### config.mk
export PLATFORM = sky130hd
export DESIGN_NAME = bcd_countdown_timer
export DESIGN_NICKNAME = d
export VERILOG_FILES = /design/src/rtl/bcd_countdown_timer.sv
export SDC_FILE = /design/constraint.sdc
export NUM_CORES = 1
export LEC_CHECK = 0
export ABC_AREA = 1
export BUFFER_PORTS_ARGS = -buffer_cell sky130_fd_sc_hd__buf_4
export CORE_AREA = 8 8 63 65
export DETAILED_ROUTE_END_ITERATION = 8
export DIE_AREA = 0 0 71 73
export PLACE_DENSITY = 0.59
export SLEW_MARGIN = 20
export SYNTH_ARGS = -nofsm -noshare
export SYNTH_HDL_FRONTEND = slang
export SYNTH_SLANG_ARGS = --single-unit
### constraint.sdc
create_clock -name clock -period 3.5 [get_ports clock]
set_clock_uncertainty 0.2 [all_clocks]
set_input_delay 0.7 -clock clock [delete_from_list [all_inputs] [get_ports clock]]
set_output_delay 0.7 -clock clock [all_outputs]
set_load 0.03 [all_outputs]
### src/rtl/bcd_countdown_timer.sv
// Keypad-loaded BCD countdown timer: MM..M:SS digits shifted in from the keypad,
// then counted down one second per TICK_DIV clocks with pause/resume and cancel.
module bcd_countdown_timer #(
    parameter int unsigned MIN_DIGITS = 1,
    parameter int unsigned TICK_DIV   = 1
) (
    input  logic                    clock,
    input  logic                    clr,
    input  logic                    key_valid,
    input  logic [3:0]              key_data,
    input  logic                    start,
    input  logic                    pause,
    input  logic                    cancel,
    output logic [3:0]              sec_ones,
    output logic [3:0]              sec_tens,
    output logic [4*MIN_DIGITS-1:0] mins,
    output logic                    running,
    output logic                    zero,
    output logic                    done,
    output logic                    key_err
);

    // Digit 0 is sec_ones, digit 1 is sec_tens, digits 2.. are the minutes.
    localparam int unsigned NDIG = MIN_DIGITS + 2;
    localparam int unsigned DW   = 4 * NDIG;
    localparam int unsigned PW   = $clog2(TICK_DIV) + 1;
    localparam logic [PW-1:0] PRE_RELOAD = PW'(TICK_DIV - 1);

    typedef enum logic [1:0] {
        ST_ENTRY  = 2'd0,
        ST_RUN    = 2'd1,
        ST_PAUSED = 2'd2
    } state_t;

    state_t          state_q, state_d;
    logic [DW-1:0]   digits_q, digits_d;
    logic [PW-1:0]   pre_q, pre_d;
    logic            done_q, done_d;
    logic            key_err_q, key_err_d;

    logic [DW-1:0]   digits_dec;
    logic            dec_borrow;
    logic            dec_zero;
    logic            digits_zero;
    logic            tick;
    logic            do_pause;
    logic            do_start;
    logic            do_key;

    // Input priority: cancel > pause > start > key_valid.
    assign do_pause    = !cancel && pause;
    assign do_start    = !cancel && !pause && start;
    assign do_key      = !cancel && !pause && !start && key_valid;
    assign digits_zero = (digits_q == '0);
    assign tick        = (pre_q == '0);
    assign dec_zero    = (digits_dec == '0);

    // One-second BCD decrement; seconds tens wraps to 5, every other digit to 9.
    always_comb begin
        digits_dec = digits_q;
        dec_borrow = 1'b1;
        for (int unsigned i = 0; i < NDIG; i++) begin
            if (dec_borrow) begin
                if (digits_q[4*i +: 4] == 4'd0) begin
                    digits_dec[4*i +: 4] = (i == 1) ? 4'd5 : 4'd9;
                end else begin
                    digits_dec[4*i +: 4] = digits_q[4*i +: 4] - 4'd1;
                    dec_borrow           = 1'b0;
                end
            end
        end
    end

    // State register and datapath flops.
    always_ff @(posedge clock or posedge clr) begin
        if (clr) begin
            state_q   <= ST_ENTRY;
            digits_q  <= '0;
            pre_q     <= '0;
            done_q    <= 1'b0;
            key_err_q <= 1'b0;
        end else begin
            state_q   <= state_d;
            digits_q  <= digits_d;
            pre_q     <= pre_d;
            done_q    <= done_d;
            key_err_q <= key_err_d;
        end
    end

    // Next-state logic.
    always_comb begin
        state_d = state_q;
        case (state_q)
            ST_ENTRY: begin
                if (do_start && !digits_zero) begin
                    state_d = ST_RUN;
                end
            end
            ST_RUN: begin
                if (cancel) begin
                    state_d = ST_ENTRY;
                end else if (do_pause) begin
                    state_d = ST_PAUSED;
                end else if (tick && dec_zero) begin
                    state_d = ST_ENTRY;
                end
            end
            ST_PAUSED: begin
                if (cancel) begin
                    state_d = ST_ENTRY;
                end else if (do_start) begin
                    state_d = ST_RUN;
                end
            end
            default: state_d = ST_ENTRY;
        endcase
    end

    // Datapath next values: digit entry, prescaler, decrement and pulses.
    always_comb begin
        digits_d  = digits_q;
        pre_d     = pre_q;
        done_d    = 1'b0;
        key_err_d = 1'b0;
        case (state_q)
            ST_ENTRY: begin
                if (cancel) begin
                    digits_d = '0;
                end else if (do_start) begin
                    if (!digits_zero) begin
                        pre_d = PRE_RELOAD;
                    end
                end else if (do_key) begin
                    if (key_data > 4'd9) begin
                        key_err_d = 1'b1;
                    end else begin
                        digits_d = {digits_q[DW-5:0], key_data};
                    end
                end
            end
            ST_RUN: begin
                if (cancel) begin
                    digits_d = '0;
                end else if (!do_pause) begin
                    if (tick) begin
                        pre_d    = PRE_RELOAD;
                        digits_d = digits_dec;
                        done_d   = dec_zero;
                    end else begin
                        pre_d = pre_q - PW'(1);
                    end
                end
            end
            ST_PAUSED: begin
                if (cancel) begin
                    digits_d = '0;
                end
            end
            default: begin
                digits_d = '0;
            end
        endcase
    end

    // Outputs decoded from state and registers.
    always_comb begin
        running  = (state_q == ST_RUN);
        zero     = digits_zero;
        sec_ones = digits_q[3:0];
        sec_tens = digits_q[7:4];
        mins     = digits_q[DW-1:8];
        done     = done_q;
        key_err  = key_err_q;
    end

endmodule

# After elaboration in Yosys (flattened, before gate mapping)
# Cells that the tools add are included.
word_totals:
  reg_bits: 17
  latchBits: 0
  mem_bits_rw: 0
  rom_bits: 0
  word_cells: 88
  memories: 0
op_classes:
  n_addsub: 4
  n_mul: 0
  div_mod_pow: 0
  magnitude_cmp: 1
  eq_ne: 16
  shift: 0
  muxes: 40
  n_bitwise: 1
  reduce_logical: 21
op_table:
  columns: ["op", "count"]
  rows:
  - ["12-bit 2-to-1 mux", 8]
  - ["12-bit case mux with 3 select lines", 1]
  - ["12-bit logical NOT", 2]
  - ["4-bit 2-to-1 mux", 5]
  - ["1-bit 2-to-1 mux", 18]
  - ["3-bit != test, second input constant", 6]
  - ["2-bit != test, second input constant", 7]
  - ["4-bit logical NOT", 3]
  - ["2-bit 2-to-1 mux", 6]
  - ["6-bit AND reduction", 2]
  - ["4-bit by 1-bit subtractor with 4-bit output, second input constant", 3]
  - ["1-bit logical AND", 7]
  - ["2-bit case mux with 3 select lines", 1]
  - ["4-bit > comparator, second input constant", 1]
  - ["1-bit logical NOT", 4]
  - ["4-bit by 2-bit != test with 1-bit output, second input constant", 1]
  - ["3-bit AND reduction", 1]
  - ["2-bit by 1-bit == test with 1-bit output, second input constant", 1]
  - ["2-bit == test, second input constant", 1]
  - ["2-bit logical NOT", 1]
  - ["1-bit case mux with 2 select lines", 1]
  - ["2-bit nonzero test", 1]
  - ["1-bit inverter", 1]
  - ["1-bit subtractor, second input constant", 1]

# Depth between registers and ports, before layout
logic_depth:
  word_depth: 10
  ltp_mapped: 11
  mapped_depth_nobuf: 11

# Worst setup path after synthesis
# Ideal clock, no wire load.
synth_path:
  kind: "flip-flop to output port"
  start: "register digits_q[0]"
  end: "output zero"
  t_arrival_ns: 1.356
  required_time_ns: 2.600
  path_slack_ns: 1.244
  path_stages_with_launch: 7
  n_path_buf: 1
  cell_sequence: "dfrtp_1 buf_6 nor2_8 nand2_8 nor2_8 nand2_1 inv_1"
synth_between:
  elab_chain_len: 1
synth_lines:
  columns: ["element", "line", "source"]
  rows:
  - ["start, declared", "36", "logic [DW-1:0] digits_q, digits_d;"]
  - ["start signal, assigned", "84", "digits_q <= digits_d;"]
  - ["12-bit logical NOT", "54", "assign digits_zero = (digits_q == '0);"]
  - ["end, declared", "18", "output logic zero,"]
# Every way passes these cells.

# Worst setup path in the final report
# Ends and elaborated chain as after synthesis.

==> results.sh <==
export IMPL_run_status="completed"
export IMPL_wl_per_cell_um=13.1
export IMPL_startpoint_type="flop"
export IMPL_timing_fmax_mhz=388
export IMPL_swShare_pct=49.4
export IMPL_drtIter0Drc=99
export IMPL_route_detailed_drc=0
export IMPL_fin_crit_sh_pct=73.6
export IMPL_cts_num_sinks=16
export IMPL_cp_data_arrival_time_ns=1.68
export IMPL_cap_violations=0
export IMPL_slew_viol_final=0
export IMPL_p_sw_uw=434
export IMPL_cts_root_buf="clkbuf_4"
export IMPL_vias=1128
export IMPL_rsz0062_at_grt="false"
export IMPL_powerDensity_nw_per_um2=632
export IMPL_finalHoldViolations=0
export IMPL_yosysTopAreaCell="dfrtp_1"
export IMPL_leakagePower_nw=0.698
export IMPL_cts_setup_buffers=0
export IMPL_hold_path_class="in2async"
export IMPL_cp_data_required_time_ns=2.60
export IMPL_final_nets=201
export IMPL_r2r_start="state_q[0]$_DFFE_PP0P_"
export IMPL_r2r_slack_ns=1.60
export IMPL_diodes=0
export IMPL_crit_fanout=8
export IMPL_die_x_um=71
export IMPL_tightest_slew_ns=0.780
export IMPL_syn_nets=174
export IMPL_tns_ns=0
export IMPL_wirelength_mm=2.92
export IMPL_yosysWarnings=0
export IMPL_clock_latency_ns=0.29
export IMPL_period_needed_ns=2.58
export IMPL_grt_overflow=0
export IMPL_num_rows=20
export IMPL_antenna_left=0
export IMPL_place_gp_congestion=0.816
export IMPL_ctsHoldBuffers=0
export IMPL_h_tree_depth=1
export IMPL_coreArea_sq_um=2950
export IMPL_firstDrtPassIters=4
export IMPL_cts_tree="built"
export IMPL_ys_ff_latch=16
export IMPL_synth_top_area_share_pct=34.8
export IMPL_critPathKind="reg2out"
export IMPL_syn_avg_cell_area_sq_um=7.02
export IMPL_start_util_pct=39.0
export IMPL_cts_max_path_buffers=2
export IMPL_grt_usage_pct=11.9
export IMPL_p_comb_share_pct=54.3
export IMPL_dieHeight_um=73
export IMPL_internal_power_uw=445
export IMPL_numPortBuffers=25
export IMPL_place_area_sq_um=1350
export IMPL_synthTopCellsByArea="dfrtp_1 (35%), nand2_1 (17%), o21ai_0 (6.5%), nor2_1 (6.2%), inv_1 (5.9%)"
export IMPL_drive_above_1_share_pct=23.2
export IMPL_fin_area_sq_um=1390
export IMPL_p_seq_share_pct=31.2
export IMPL_dieArea_sq_um=5180
export IMPL_clk_pin_slew_ns=0.10
export IMPL_yosysUniqueCellTypes=31
export IMPL_syn_area_sq_um=1150
export IMPL_fillCellCount=314
export IMPL_vias_per_cell=5.06
export IMPL_antenna_found_initial=0
export IMPL_p_clk_share_pct=14.5
export IMPL_grt_pass1_wl_mm=5.06
export IMPL_peakVddDrop_uv=205
export IMPL_relSlewSlack_pct=47.8
export IMPL_boundaryPins=26
export IMPL_cts_buffers=3
export IMPL_r2r_cells=6
export IMPL_grt_start_max_net_pins=23
export IMPL_setup_violations=0
export IMPL_crit_start="digits_q[0]$_DFFE_PP0P_"
export IMPL_grt_pass1_vias=1151
export IMPL_dp_hpwl_mm=2.22
export IMPL_syn_to_final_growth_pct=20.8
export IMPL_seq_area_frac_synth_pct=34.8
export IMPL_crit_path_end_kind="primary output"
export IMPL_cts_resized=0
export IMPL_regToRegEndpoint="digits_q[10]$_DFFE_PP0P_"
export IMPL_netlist_instances=164
-- flip-flops by register name (all words and copies together) (netlist names) --
register	flops
done	1
key_err	1
state_q	2
digits_q	12
-- metrics by stage --
stage / util [%] / hold WS, ns / instances / worst slack, ns / total power, mW
5_1_grt: 47.1 / 0.337 / 223 / 0.818 / 0.946
6_report: 47.1 / 0.281 / 223 / 0.924 / 0.879
4_1_cts: 47.1 / 0.312 / 223 / 0.912 / 0.883
3_3_place_gp: 45.8 / 0.326 / 219 / 1.24 / 0.752
2_1_floorplan: - / 0.279 / 164 / 1.24 / 0.633
3_5_place_dp: 45.8 / 0.335 / 219 / 1.22 / 0.752
-- layer usage --
layer / global-route usage (%) / vias to the layer above / part of all wire, %
met5: 0 / - / 0
met4: 5.31 / 0 / 1.6
met3: 3.57 / 7 / 6.0
met2: 20.4 / 28 / 46
met1: 13.4 / 517 / 47
li1: - / 576 / -
-- layout make-up --
cell class | instances | area (sq um) | area share (%)
multi-input combinational | 124 | 646 | 46.4
inverter | 21 | 78.8 | 5.67
clock buffer | 4 | 36.3 | 2.61
sequential | 16 | 400 | 28.8
timing repair buffer | 25 | 188 | 13.5
tap | 33 | 41.3 | 2.97
-- cells by family (layout without fill, tap and decap cells) --
| group | Yosys count | count (layout) | share of synthesized area (%) |
|---|---|---|---|
| buf+inv | 24 | 50 | 9.13 |
| xor+xnor | 2 | 2 | 1.52 |
| flops | 16 | 16 | 34.8 |
| compound gates | 34 | 34 | 17.6 |
| simple gates | 88 | 88 | 37.0 |
-- worst max-delay path, cell delays in order (launching register included) --
cell and delay, ns:
dfrtp_1 0.54, nor2_8 0.23, nand2_8 0.10, nor2_8 0.16, nand2_1 0.10, inv_1 0.09, buf_4 0.16
-- worst max path at each step --
| stage | to | slack (ns) | cells after the start |
|---|---|---|---|
| floorplan | zero | 1.24 | 6 |
| global placement | zero | 1.24 | 6 |
| detailed placement | digits_q[10]$_DFFE_PP0P_ | 1.22 | 7 |
| CTS | zero | 0.91 | 6 |
| global route | zero | 0.82 | 6 |
| finish | zero | 0.92 | 6 |
-- cells in the mapped netlist, drive strengths merged --
master  number
and2         1
a21oi        8
nor3         3
nand3        2
buf          3
a22oi        4
o31ai        1
nor2        24
o211ai       1
clkinv       1
nand2       56
o21ai       17
or2          1
o41ai        1
nand4        1
inv         20
xnor2        1
dfrtp       16
xor2         1
a32o         1
a32oi        1
-- placed cells by master, fill, tap and decap left out, types with 2 or more instances in the layout --
cell      instances
nand2_1          51
buf_4            25
nor2_1           19
inv_1            18
dfrtp_1          16
o21ai_0          15
a21oi_1           8
nand2_2           4
a22oi_1           4
clkbuf_4          3
nor3_1            2
nor2_8            2
inv_2             2
nor2_2            2
o21ai_1           2
-- power groups by stage --
stage	Clock [mW]	Combinational [mW]	Sequential, mW
6_report	0.127	0.477	0.274
5_1_grt	0.139	0.527	0.281
4_1_cts	0.130	0.479	0.274
3_5_place_dp	0	0.475	0.277
3_3_place_gp	0	0.475	0.276
2_1_floorplan	0	0.321	0.312
Note: power is estimated with default switching activity, not from simulation.
